[src/rtl/fir_mac_array_if.sv]
// Sample/coefficient/result bus for fir_mac_array.
interface fir_mac_array_if #(
  parameter int unsigned DATA_W = 3,
  parameter int unsigned COEF_W = 16,
  parameter int unsigned NTAP   = 40,
  parameter int unsigned OUT_W  = 16
);
  localparam int unsigned AW = $clog2(NTAP);
  localparam int unsigned NW = AW + 1;

  logic                     iEnSample;
  logic signed [DATA_W-1:0] iFirIn;
  logic [NW-1:0]            iNumOfCoeff;
  logic                     iCoeffWr;
  logic [AW-1:0]            iCoeffAddr;
  logic signed [COEF_W-1:0] iCoeffData;
  logic                     oBusy;
  logic                     oValid;
  logic signed [OUT_W-1:0]  oFirOut;
  logic                     oSampleDrop;
  logic                     oWrDrop;

  modport master (
    output iEnSample, iFirIn, iNumOfCoeff, iCoeffWr, iCoeffAddr, iCoeffData,
    input  oBusy, oValid, oFirOut, oSampleDrop, oWrDrop
  );

  modport slave (
    input  iEnSample, iFirIn, iNumOfCoeff, iCoeffWr, iCoeffAddr, iCoeffData,
    output oBusy, oValid, oFirOut, oSampleDrop, oWrDrop
  );
endinterface

[src/rtl/fir_mac_array.sv]
// fir_mac_array: multi-lane time-multiplexed FIR with coefficient store,
// delay line, lane summation and output narrowing behind one sample strobe.
// Optional macro FIR_MAC_ARRAY_SAT_EN: saturating output narrowing
// (undefined: keep low OUT_W bits).
module fir_mac_array #(
  parameter int unsigned DATA_W        = 3,
  parameter int unsigned COEF_W        = 16,
  parameter int unsigned NUM_LANE      = 4,
  parameter int unsigned TAPS_PER_LANE = 10,
  parameter int unsigned ACC_W         = 25,
  parameter int unsigned OUT_W         = 16,
  parameter int unsigned OUT_SHIFT     = 0
) (
  input  logic           iClk12M,
  input  logic           iRst,
  fir_mac_array_if.slave bus
);
  localparam int unsigned NTAP     = NUM_LANE * TAPS_PER_LANE;
  localparam int unsigned AW       = $clog2(NTAP);
  localparam int unsigned NW       = AW + 1;
  localparam int unsigned PROD_W   = DATA_W + COEF_W;
  localparam int unsigned LAST_CNT = TAPS_PER_LANE + 2;
  localparam int unsigned CNT_W    = $clog2(LAST_CNT + 1);
`ifdef FIR_MAC_ARRAY_SAT_EN
  localparam logic signed [ACC_W-1:0] SAT_MAX = ACC_W'((64'd1 << (OUT_W - 1)) - 64'd1);
  localparam logic signed [ACC_W-1:0] SAT_MIN = ~SAT_MAX;
`endif

  typedef enum logic [1:0] {S_IDLE, S_MAC, S_SUM, S_OUT} state_e;

  state_e                   state_q, state_d;
  logic [CNT_W-1:0]         cnt_q, cnt_d;
  logic [NW-1:0]            n_q, n_d;
  logic signed [COEF_W-1:0] coef_q [NUM_LANE][TAPS_PER_LANE];
  logic signed [COEF_W-1:0] coef_d [NUM_LANE][TAPS_PER_LANE];
  logic signed [DATA_W-1:0] dly_q [NTAP];
  logic signed [DATA_W-1:0] dly_d [NTAP];
  logic signed [COEF_W-1:0] sel_coef_q [NUM_LANE];
  logic signed [COEF_W-1:0] sel_coef_d [NUM_LANE];
  logic signed [DATA_W-1:0] sel_dat_q [NUM_LANE];
  logic signed [DATA_W-1:0] sel_dat_d [NUM_LANE];
  logic signed [PROD_W-1:0] prod_q [NUM_LANE];
  logic signed [PROD_W-1:0] prod_d [NUM_LANE];
  logic signed [ACC_W-1:0]  acc_q [NUM_LANE];
  logic signed [ACC_W-1:0]  acc_d [NUM_LANE];
  logic                     busy_q, busy_d, valid_q, valid_d;
  logic                     sdrop_q, sdrop_d, wdrop_q, wdrop_d;
  logic signed [OUT_W-1:0]  out_q, out_d;
  logic                     accept, wr_ok;
  logic signed [ACC_W-1:0]  sum_c, shift_c;
  logic signed [OUT_W-1:0]  narrow_c;

  // Sign-extending signed multiply into the product width.
  function automatic logic signed [PROD_W-1:0] mul_ext(input logic signed [COEF_W-1:0] c,
                                                       input logic signed [DATA_W-1:0] d);
    logic signed [PROD_W-1:0] ce, de;
    ce = PROD_W'(c);
    de = PROD_W'(d);
    return ce * de;
  endfunction

  // Control FSM: sequencing, tap-count latch, handshake and drop flags.
  always_comb begin
    state_d = state_q;
    cnt_d   = cnt_q;
    n_d     = n_q;
    accept  = 1'b0;
    valid_d = 1'b0;
    out_d   = out_q;
    sdrop_d = 1'b0;
    unique case (state_q)
      S_IDLE: begin
        if (bus.iEnSample) begin
          accept  = 1'b1;
          state_d = S_MAC;
          cnt_d   = '0;
          n_d     = (bus.iNumOfCoeff > NW'(NTAP)) ? NW'(NTAP) : bus.iNumOfCoeff;
        end
      end
      S_MAC: begin
        cnt_d = cnt_q + CNT_W'(1);
        if (cnt_q == CNT_W'(LAST_CNT)) state_d = S_SUM;
      end
      S_SUM: begin
        state_d = S_OUT;
        valid_d = 1'b1;
        out_d   = narrow_c;
      end
      S_OUT:   state_d = S_IDLE;
      default: state_d = S_IDLE;
    endcase
    if (bus.iEnSample && (state_q != S_IDLE)) sdrop_d = 1'b1;
    wr_ok   = bus.iCoeffWr && (state_q == S_IDLE) && ({1'b0, bus.iCoeffAddr} < NW'(NTAP));
    wdrop_d = bus.iCoeffWr && !wr_ok;
    busy_d  = (state_d != S_IDLE);
  end

  // Datapath: coefficient writes, delay line and per-lane select/multiply/accumulate.
  always_comb begin
    coef_d     = coef_q;
    dly_d      = dly_q;
    sel_coef_d = sel_coef_q;
    sel_dat_d  = sel_dat_q;
    prod_d     = prod_q;
    acc_d      = acc_q;
    for (int l = 0; l < int'(NUM_LANE); l++) begin
      for (int j = 0; j < int'(TAPS_PER_LANE); j++) begin
        if (wr_ok && (bus.iCoeffAddr == AW'(j * NUM_LANE + l))) coef_d[l][j] = bus.iCoeffData;
      end
    end
    if (accept) begin
      dly_d[0] = bus.iFirIn;
      for (int k = 1; k < int'(NTAP); k++) dly_d[k] = dly_q[k-1];
      for (int l = 0; l < int'(NUM_LANE); l++) begin
        sel_coef_d[l] = '0;
        sel_dat_d[l]  = '0;
        prod_d[l]     = '0;
        acc_d[l]      = '0;
      end
    end else if (state_q == S_MAC) begin
      for (int l = 0; l < int'(NUM_LANE); l++) begin
        sel_coef_d[l] = '0;
        sel_dat_d[l]  = '0;
        for (int j = 0; j < int'(TAPS_PER_LANE); j++) begin
          if ((cnt_q == CNT_W'(j)) && (NW'(j * NUM_LANE + l) < n_q)) begin
            sel_coef_d[l] = coef_q[l][j];
            sel_dat_d[l]  = dly_q[j * NUM_LANE + l];
          end
        end
        prod_d[l] = mul_ext(sel_coef_q[l], sel_dat_q[l]);
        acc_d[l]  = acc_q[l] + ACC_W'(prod_q[l]);
      end
    end
  end

  // Lane summation, scaling and output narrowing.
  always_comb begin
    sum_c = '0;
    for (int l = 0; l < int'(NUM_LANE); l++) sum_c = sum_c + acc_q[l];
    shift_c = sum_c >>> OUT_SHIFT;
`ifdef FIR_MAC_ARRAY_SAT_EN
    if (shift_c > SAT_MAX)      narrow_c = OUT_W'(SAT_MAX);
    else if (shift_c < SAT_MIN) narrow_c = OUT_W'(SAT_MIN);
    else                        narrow_c = OUT_W'(shift_c);
`else
    narrow_c = OUT_W'(shift_c);
`endif
  end

  // State and datapath registers with synchronous reset.
  always_ff @(posedge iClk12M) begin
    if (iRst) begin
      state_q    <= S_IDLE;
      cnt_q      <= '0;
      n_q        <= '0;
      coef_q     <= '{default: '0};
      dly_q      <= '{default: '0};
      sel_coef_q <= '{default: '0};
      sel_dat_q  <= '{default: '0};
      prod_q     <= '{default: '0};
      acc_q      <= '{default: '0};
      busy_q     <= 1'b0;
      valid_q    <= 1'b0;
      out_q      <= '0;
      sdrop_q    <= 1'b0;
      wdrop_q    <= 1'b0;
    end else begin
      state_q    <= state_d;
      cnt_q      <= cnt_d;
      n_q        <= n_d;
      coef_q     <= coef_d;
      dly_q      <= dly_d;
      sel_coef_q <= sel_coef_d;
      sel_dat_q  <= sel_dat_d;
      prod_q     <= prod_d;
      acc_q      <= acc_d;
      busy_q     <= busy_d;
      valid_q    <= valid_d;
      out_q      <= out_d;
      sdrop_q    <= sdrop_d;
      wdrop_q    <= wdrop_d;
    end
  end

  assign bus.oBusy       = busy_q;
  assign bus.oValid      = valid_q;
  assign bus.oFirOut     = out_q;
  assign bus.oSampleDrop = sdrop_q;
  assign bus.oWrDrop     = wdrop_q;
endmodule

[src/flat_wrapper.sv]
// flat-port wrapper written by rule: the top's interface ports become plain ports
module fir_mac_array_flat 
#(
  parameter int unsigned DATA_W        = 3,
  parameter int unsigned COEF_W        = 16,
  parameter int unsigned NUM_LANE      = 4,
  parameter int unsigned TAPS_PER_LANE = 10,
  parameter int unsigned ACC_W         = 25,
  parameter int unsigned OUT_W         = 16,
  parameter int unsigned OUT_SHIFT     = 0
)
  (iClk12M, iRst, bus_iEnSample, bus_iFirIn, bus_iNumOfCoeff, bus_iCoeffWr, bus_iCoeffAddr, bus_iCoeffData, bus_oBusy, bus_oValid, bus_oFirOut, bus_oSampleDrop, bus_oWrDrop);
  fir_mac_array_if #(.DATA_W(DATA_W), .COEF_W(COEF_W), .NTAP((NUM_LANE * TAPS_PER_LANE)), .OUT_W(OUT_W)) bus_i ();
  input  logic iClk12M;
  input  logic iRst;
  input wire logic [$bits(bus_i.iEnSample)-1:0] bus_iEnSample;
  input wire logic [$bits(bus_i.iFirIn)-1:0] bus_iFirIn;
  input wire logic [$bits(bus_i.iNumOfCoeff)-1:0] bus_iNumOfCoeff;
  input wire logic [$bits(bus_i.iCoeffWr)-1:0] bus_iCoeffWr;
  input wire logic [$bits(bus_i.iCoeffAddr)-1:0] bus_iCoeffAddr;
  input wire logic [$bits(bus_i.iCoeffData)-1:0] bus_iCoeffData;
  output wire logic [$bits(bus_i.oBusy)-1:0] bus_oBusy;
  output wire logic [$bits(bus_i.oValid)-1:0] bus_oValid;
  output wire logic [$bits(bus_i.oFirOut)-1:0] bus_oFirOut;
  output wire logic [$bits(bus_i.oSampleDrop)-1:0] bus_oSampleDrop;
  output wire logic [$bits(bus_i.oWrDrop)-1:0] bus_oWrDrop;
  assign bus_i.iEnSample = bus_iEnSample;
  assign bus_i.iFirIn = bus_iFirIn;
  assign bus_i.iNumOfCoeff = bus_iNumOfCoeff;
  assign bus_i.iCoeffWr = bus_iCoeffWr;
  assign bus_i.iCoeffAddr = bus_iCoeffAddr;
  assign bus_i.iCoeffData = bus_iCoeffData;
  assign bus_oBusy = bus_i.oBusy;
  assign bus_oValid = bus_i.oValid;
  assign bus_oFirOut = bus_i.oFirOut;
  assign bus_oSampleDrop = bus_i.oSampleDrop;
  assign bus_oWrDrop = bus_i.oWrDrop;
  fir_mac_array #(.DATA_W(DATA_W), .COEF_W(COEF_W), .NUM_LANE(NUM_LANE), .TAPS_PER_LANE(TAPS_PER_LANE), .ACC_W(ACC_W), .OUT_W(OUT_W), .OUT_SHIFT(OUT_SHIFT)) u_core (.iClk12M(iClk12M), .iRst(iRst), .bus(bus_i));
endmodule
[config.mk]
export PLATFORM = sky130hd
export DESIGN_NAME = fir_mac_array_flat
export DESIGN_NICKNAME = d
export VERILOG_FILES = /design/src/rtl/fir_mac_array_if.sv /design/src/rtl/fir_mac_array.sv /design/src/flat_wrapper.sv
export SDC_FILE = /design/constraint.sdc
export NUM_CORES = 2
export LEC_CHECK = 0
export CAP_MARGIN = 15
export CORE_MARGIN = 4
export CORE_UTILIZATION = 45
export CTS_CLUSTER_DIAMETER = 150
export DETAILED_ROUTE_END_ITERATION = 16
export PLACE_DENSITY_LB_ADDON = 0.1
export SETUP_SLACK_MARGIN = 0.4
export SYNTH_ARGS = -nofsm -noshare
export SYNTH_HDL_FRONTEND = slang
export SYNTH_SLANG_ARGS = --single-unit
[constraint.sdc]
create_clock -name iClk12M -period 5.7 [get_ports iClk12M]
set_input_delay 1.71 -clock iClk12M [delete_from_list [all_inputs] [get_ports iClk12M]]
set_output_delay 1.71 -clock iClk12M [all_outputs]
set_load 0.01 [all_outputs]
# [Word-level counts from Yosys, hierarchy flattened]
# Cells that the tools add are included.
[op_classes] n_mul=4 magnitude_cmp=42 muxes=90 eq_ne=53 addsub=8 n_reduce_logical=94
[ops] op="$mux W16" n=40
[ops] op="$mux W3" n=40
[ops] op="$lt A5 B7 Y1 const A" n=16
[ops] op="$add A25 B19 Y25" n=4
[ops] op="$eq A6 B5 Y1 const B" n=16
[ops] op="$logic_and A1 B1 Y1" n=84
[ops] op="$mul A16 B3 Y19" n=4
[ops] op="$lt A4 B7 Y1 const A" n=8
[ops] op="$lt A6 B7 Y1 const A" n=8
[ops] op="$add A16 B16 Y16" n=3
[ops] op="$eq A6 B4 Y1 const B" n=8
[ops] op="$eq A6 B6 Y1 const B" n=8
[ops] op="$lt A3 B7 Y1 const A" n=4
[ops] op="$eq A6 B3 Y1 const B" n=4
[ops] op="$eq A4 B3 Y1 const B" n=4
[ops] op="$lt A1 B7 Y1 const A" n=2
[ops] op="$lt A2 B7 Y1 const A" n=2
[ops] op="$eq A4 B4 Y1 const B" n=3
[ops] op="$eq A6 B2 Y1 const B" n=2
[ops] op="$eq A4 B2 Y1 const B" n=2
[ops] op="$pmux W2 S4" n=1
[ops] op="$pmux W4 S2" n=1
[ops] op="$gt A7 B6 Y1 const B" n=1
[ops] op="$mux W7" n=1
[ops] op="17 further kinds" n=25
[word_totals] reg_bits=1045 in_bits=36 out_inout_bits=20 word_cells=395

# [Logic depth before layout (Yosys ltp)]
[depth] word_depth=12 depth_mapped=17 depth_no_buf=16

# [Worst setup path after synthesis]
# Ideal clock, no wire load.
[synth_timing] kind="register to register" start="register u_core.sel_dat_q[3] (netlist bit)" end="register u_core.prod_q[34] (netlist bit)" setup_time_ns=0.128 stages_incl_launch_ff=18 period_less_slack_ns=3.855 required_ns=5.572 setup_slack_ns=1.845 n_path_buf=2 arrival_ns=3.727 path_cell_list="dfxtp_1 clkbuf_1 clkbuf_1 nand2_1 fa_1 inv_1 fa_1 ha_1 fa_1 a21o_1 a21oi_1 o21bai_1 a21o_1 a21oi_1 o21ai_0 o41ai_1 xnor2_1 o21ai_0"
[synth_between] elab_chain_len=1
[synth_rtl] item="start, declared" line_no="fir_mac_array.sv:40" rtl="logic signed [DATA_W-1:0] sel_dat_q [NUM_LANE];"
[synth_rtl] item="start signal, assigned" line_no="fir_mac_array.sv:174" rtl="sel_dat_q <= sel_dat_d;"
[synth_rtl] item="$mul A16 B3 Y19" line_no="fir_mac_array.sv:59" rtl="return ce * de;"
[synth_rtl] item="end signal, assigned" line_no="fir_mac_array.sv:175" rtl="prod_q <= prod_d;"
[synth_rtl] item="end, declared" line_no="fir_mac_array.sv:42" rtl="logic signed [PROD_W-1:0] prod_q [NUM_LANE];"
# No other way between the ends.
# A chain may end at the register's enable or synchronous reset.

# [Worst setup path after layout]
[layout_timing] start="register u_core.cnt_q[0]" end="register u_core.sel_coef_q[52] (netlist bit)"
[layout_between] elab_chain_len=12 elab_cells_between_ends=30 cone_classes="eq/ne: 9; mux: 10; reduce/logical: 11"
[layout_rtl] item="start, declared" line_no="fir_mac_array.sv:32" rtl="logic [CNT_W-1:0] cnt_q, cnt_d;"
[layout_rtl] item="start signal, assigned" line_no="fir_mac_array.sv:169" rtl="cnt_q <= cnt_d;"
[layout_rtl] item="$logic_not A4 Y1" line_no="fir_mac_array.sv:125" rtl="if ((cnt_q == CNT_W'(j)) && (NW'(j * NUM_LANE + l) < n_q)) begin"
[layout_rtl] item="$logic_and A1 B1 Y1" line_no="fir_mac_array.sv:125"
[layout_rtl] item="$mux W16 (9 in series)" line_no="fir_mac_array.sv:125"
[layout_rtl] item="$mux W16 (*)" line_no="fir_mac_array.sv:125"
[layout_rtl] item="end signal, assigned" line_no="fir_mac_array.sv:173" rtl="sel_coef_q <= sel_coef_d;"
[layout_rtl] item="end, declared" line_no="fir_mac_array.sv:38" rtl="logic signed [COEF_W-1:0] sel_coef_q [NUM_LANE];"
# Every way passes the cells marked *; elsewhere a longest branch is shown, timed or not.

==> metrics.md <==
| Metric | Value |
|---|---|
| Outcome | finished, final reports clean |
| Clock root buffer master | sky130_fd_sc_hd__clkbuf_16 |
| CTS max path bufs | 3 |
| Critical path peak fanout | 23 |
| Leftover overflow at the end of global routing | 0 |
| Worst Setup Start Kind | flip-flop |
| Total die area | 0.114 sq mm |
| Wire length per cell after detailed routing | between 20 and 25 um |
| Power Total | 15.2 mW |
| Sequential fraction of the synthesis area | 0.408 |
| End point of the critical path | u_core.sel_coef_q[52]$_SDFFE_PP0P_ |
| Cells resized by post-CTS repair | 0 |
| Fin. Hold Viols | 0 |
| Pin count of the biggest net entering global routing | 200 |
| Net count after synthesis | about 6,700 |
| Measured slew at the worst slew-check pin | 1180 ps |
| Critical Setup Path Class | flip-flop to flip-flop |
| Average size of a mapped cell | 7.71 sq um |
| Fraction of the cycle the final worst path needs | 0.831 |
| Floorplan row count | 120 |
| HP Class | flip-flop to flip-flop |
| Clock latency at the later pin of the worst-skew pair | roughly 700 ps |
| Cells taking the most area after synthesis | sky130_fd_sc_hd__dfxtp_1, sky130_fd_sc_hd__nand2_1, sky130_fd_sc_hd__a21oi_1 |
| Share of flip-flops with an asynchronous set or reset | 0 |
| Arrival time at the worst endpoint | 5270 ps |
| RR Startpoint | u_core.cnt_q[0]$_SDFFE_PP0P_ |
| Quantity of hold-fixing buffers added after cts | 0 |
| Worst vdd ir | 0.000218 V |
| Final setup viols | 0 |
| Prevailing post-synth register cell | sky130_fd_sc_hd__dfxtp_1 |
| First-pass iteration count of the detailed router | 6 |
| Number of setup buffers added after CTS | 0 |
| Number of distinct library cell variants in the gate-level netlist after synthesis | 71 |
| Final net count | 6,478 |
| Final routed DRC violation total | 0 |
| Worst reg2reg setup slack | 970 ps |
| Total wire length after detailed routing | 157 mm |
| Power density cells | 281 mW/mm^2 |
| Port buffer count | 55 |
| Reg2Reg Capture Point | u_core.sel_coef_q[52]$_SDFFE_PP0P_ |
| Final critical-path required period | 4730 ps |
| Sinks on Clock Net | 997 |
| Antenna violations before repair | 2 |
| Tightest hold margin | ~450 ps |
| YS warnings | 0 |
| Filler Cells Inserted | 10,400 |
| Setup_tns | 0 ps |
| Vias in the first global route | ~39,000 |
| Yosys reg bits | 997 |
| Headroom to the max-slew limit | 0.212 |
| Upper clock frequency limit | 211 MHz |
| Final weighted congestion in routability-driven placement | ~0.95 |
| Number of DRC violations after detailed-routing iteration 0 | between 4,000 and 5,000 |
| Die boundary width | 338 um |
| Number of cells on the worst reg-to-reg path | 12 |
| Netlist area before placement | between 0.04 and 0.05 sq mm |
| Remaining antenna violation count after routing | 0 |
| Final cell count without fillers | 7,662 |
| Clock-pin transition on the worst setup and hold timing paths | 60 ps |
| Global-route total usage across every layer | 0.268 |
| Final clock skew | 30.0 ps |
| Number of standard cells after synthesis | ~6,300 |
| Layout cells sized above 1 | 0.0612 |
| Starting utilization of the core area | 0.455 |
| Total placed cells including tap cells | 7,459 |
| Count of boundary I/O pins | 56 |
| Setup repair after global routing missed its margin | no |
| Vertical die dimension | 338 um |
| Final slew viol count | 0 |
| Signed area change from the synthesized netlist to the final layout | 10.6% |
| Max-capacitance violation count | 0 |
| H-tree levels | 3 |
| Required time reported for the critical path endpoint | 6240 ps |
| First-pass GRT wire length | 240 mm |
| Diode count | 0 |
| Core Footprint | 0.108 sq mm |
| CTS tree | yes |
| Placed wire-length estimate | 101 mm |
| Critical path launch point | u_core.cnt_q[0]$_SDFFE_PP0P_ |
| Critical path endpoint category | flip-flop |
| Number of buffers created by CTS | 109 |
| Number of synthesized flops with an enable pin | 0 |
| Post-synth top area share | 0.408 |
| Standby leakage power | 20.5 nW |
| Biggest area consumer among synthesized cells | sky130_fd_sc_hd__dfxtp_1 |
| Via count | between 40,000 and 50,000 |
| Vias/cell | 5.67 |
## worst min-delay path by stage
stage                                             startpoint                                  to  slack [ps]  cells after the start
after floorplan               u_core.prod_q[12]$_SDFFE_PP0P_      u_core.prod_q[12]$_SDFFE_PP0P_         430                      2
after global placement    u_core.bus.oFirOut[9]$_SDFFE_PP0P_  u_core.bus.oFirOut[9]$_SDFFE_PP0P_         440                      2
after detailed placement     u_core.coef_q[173]$_SDFFE_PP0P_     u_core.coef_q[173]$_SDFFE_PP0P_         440                      2
after CTS                 u_core.bus.oFirOut[8]$_SDFFE_PP0P_  u_core.bus.oFirOut[8]$_SDFFE_PP0P_         450                      2
after global routing         u_core.coef_q[160]$_SDFFE_PP0P_     u_core.coef_q[160]$_SDFFE_PP0P_         460                      2
final                     u_core.bus.oFirOut[4]$_SDFFE_PP0P_  u_core.bus.oFirOut[4]$_SDFFE_PP0P_         450                      2
## area by class of cell
| class | count | area (sq um) | area share |
|---|---|---|---|
| inverter | 146 | 548 | 0.0101 |
| timing repair buffer | 177 | 1450 | 0.0267 |
| clock buffer | 150 | 3140 | 0.0581 |
| multi-input combinational | 4738 | 26800 | 0.494 |
| tap | 1403 | 1760 | 0.0324 |
| clock inverter | 51 | 505 | 0.00934 |
| sequential | 997 | 20000 | 0.369 |
## per-stage QoR
step	area [sq um]	utilization	worst slack [ps]
after floorplan	48900	-	1840
after global placement	50400	0.469	974
after detailed placement	50400	0.469	908
after CTS	54100	0.503	1210
after global routing	54100	0.503	787
final	54100	0.503	965
## power by group
group	internal, mW	switching [mW]
logic	0.218	0.703
registers	7.01	0.0511
clock network	4.17	3.03
total	11.4	3.78
## critical path: stages, from the launching register on
cell                       delay [ps]
sky130_fd_sc_hd__dfxtp_1          440
sky130_fd_sc_hd__ha_1             360
sky130_fd_sc_hd__nor3b_2          300
sky130_fd_sc_hd__buf_4            370
sky130_fd_sc_hd__a21boi_2         950
sky130_fd_sc_hd__a211oi_2         100
sky130_fd_sc_hd__buf_4            270
sky130_fd_sc_hd__a221oi_1         420
sky130_fd_sc_hd__nor3_1           120
sky130_fd_sc_hd__a221oi_1         450
sky130_fd_sc_hd__a21oi_1          160
sky130_fd_sc_hd__a221oi_1         560
sky130_fd_sc_hd__nor3_1            80
## registers in the layout, summed over array words and instances (netlist names)
| register | count |
|---|---|
| u_core.coef_q | 640 |
| u_core.dly_q | 120 |
| u_core.acc_q | 64 |
| u_core.prod_q | 64 |
| u_core.sel_coef_q | 64 |
| u_core.bus.oFirOut | 16 |
| u_core.sel_dat_q | 12 |
| u_core.n_q | 7 |
| u_core.cnt_q | 4 |
| u_core.state_q | 2 |
| u_core.bus.oBusy | 1 |
| u_core.bus.oSampleDrop | 1 |
| u_core.bus.oValid | 1 |
| u_core.bus.oWrDrop | 1 |
## synthesized netlist by cell type, types with 66 or more instances
cell type,number
sky130_fd_sc_hd__dfxtp_1,997
sky130_fd_sc_hd__and2_1,101
sky130_fd_sc_hd__inv_1,146
sky130_fd_sc_hd__nand2_1,1719
sky130_fd_sc_hd__nor2b_1,69
sky130_fd_sc_hd__nor3_1,88
sky130_fd_sc_hd__mux2i_1,66
sky130_fd_sc_hd__clkbuf_1,442
sky130_fd_sc_hd__fa_1,94
sky130_fd_sc_hd__nor2_1,354
sky130_fd_sc_hd__xnor2_1,87
sky130_fd_sc_hd__ha_1,179
sky130_fd_sc_hd__a21oi_1,1027
sky130_fd_sc_hd__o22ai_1,94
sky130_fd_sc_hd__a221oi_1,96
sky130_fd_sc_hd__o21ai_0,219
## cells by family (layout without fill, tap and decap cells)
family	Yosys count	in the layout	share of synthesized area
AND/OR/NAND/NOR	2564	2564	0.220
AO/OA/AOI/OAI	1718	1718	0.206
flip-flops	997	997	0.408
buffers and inverters	613	524	0.0477
adder cells (fa/ha/maj)	273	273	0.0842
XOR/XNOR	116	116	0.0208
multiplexers	67	67	0.0137
## cells in the final DEF, fill, tap and decap left out, types with 41 or more instances in the layout
master	n
sky130_fd_sc_hd__a21oi_1	1023
sky130_fd_sc_hd__nand2b_1	41
sky130_fd_sc_hd__nor2b_1	68
sky130_fd_sc_hd__o22ai_1	94
sky130_fd_sc_hd__nor2_1	351
sky130_fd_sc_hd__dfxtp_1	997
sky130_fd_sc_hd__buf_4	117
sky130_fd_sc_hd__a221oi_1	96
sky130_fd_sc_hd__and2_1	100
sky130_fd_sc_hd__o21ai_0	218
sky130_fd_sc_hd__nor3_1	87
sky130_fd_sc_hd__inv_1	146
sky130_fd_sc_hd__mux2i_1	66
sky130_fd_sc_hd__fa_1	94
sky130_fd_sc_hd__nand3_1	54
sky130_fd_sc_hd__clkbuf_16	110
sky130_fd_sc_hd__ha_1	179
sky130_fd_sc_hd__xnor2_1	87
sky130_fd_sc_hd__nand2_1	1718
## layer usage
metal  wire [um]  GRT usage  part of all wire
met1       74900      0.408              0.48
met2       66300      0.386              0.42
met3       10800     0.0426             0.069
met4        5090     0.0827             0.032
met5          28          0           0.00018
Note: power is estimated with default switching activity, not from simulation.
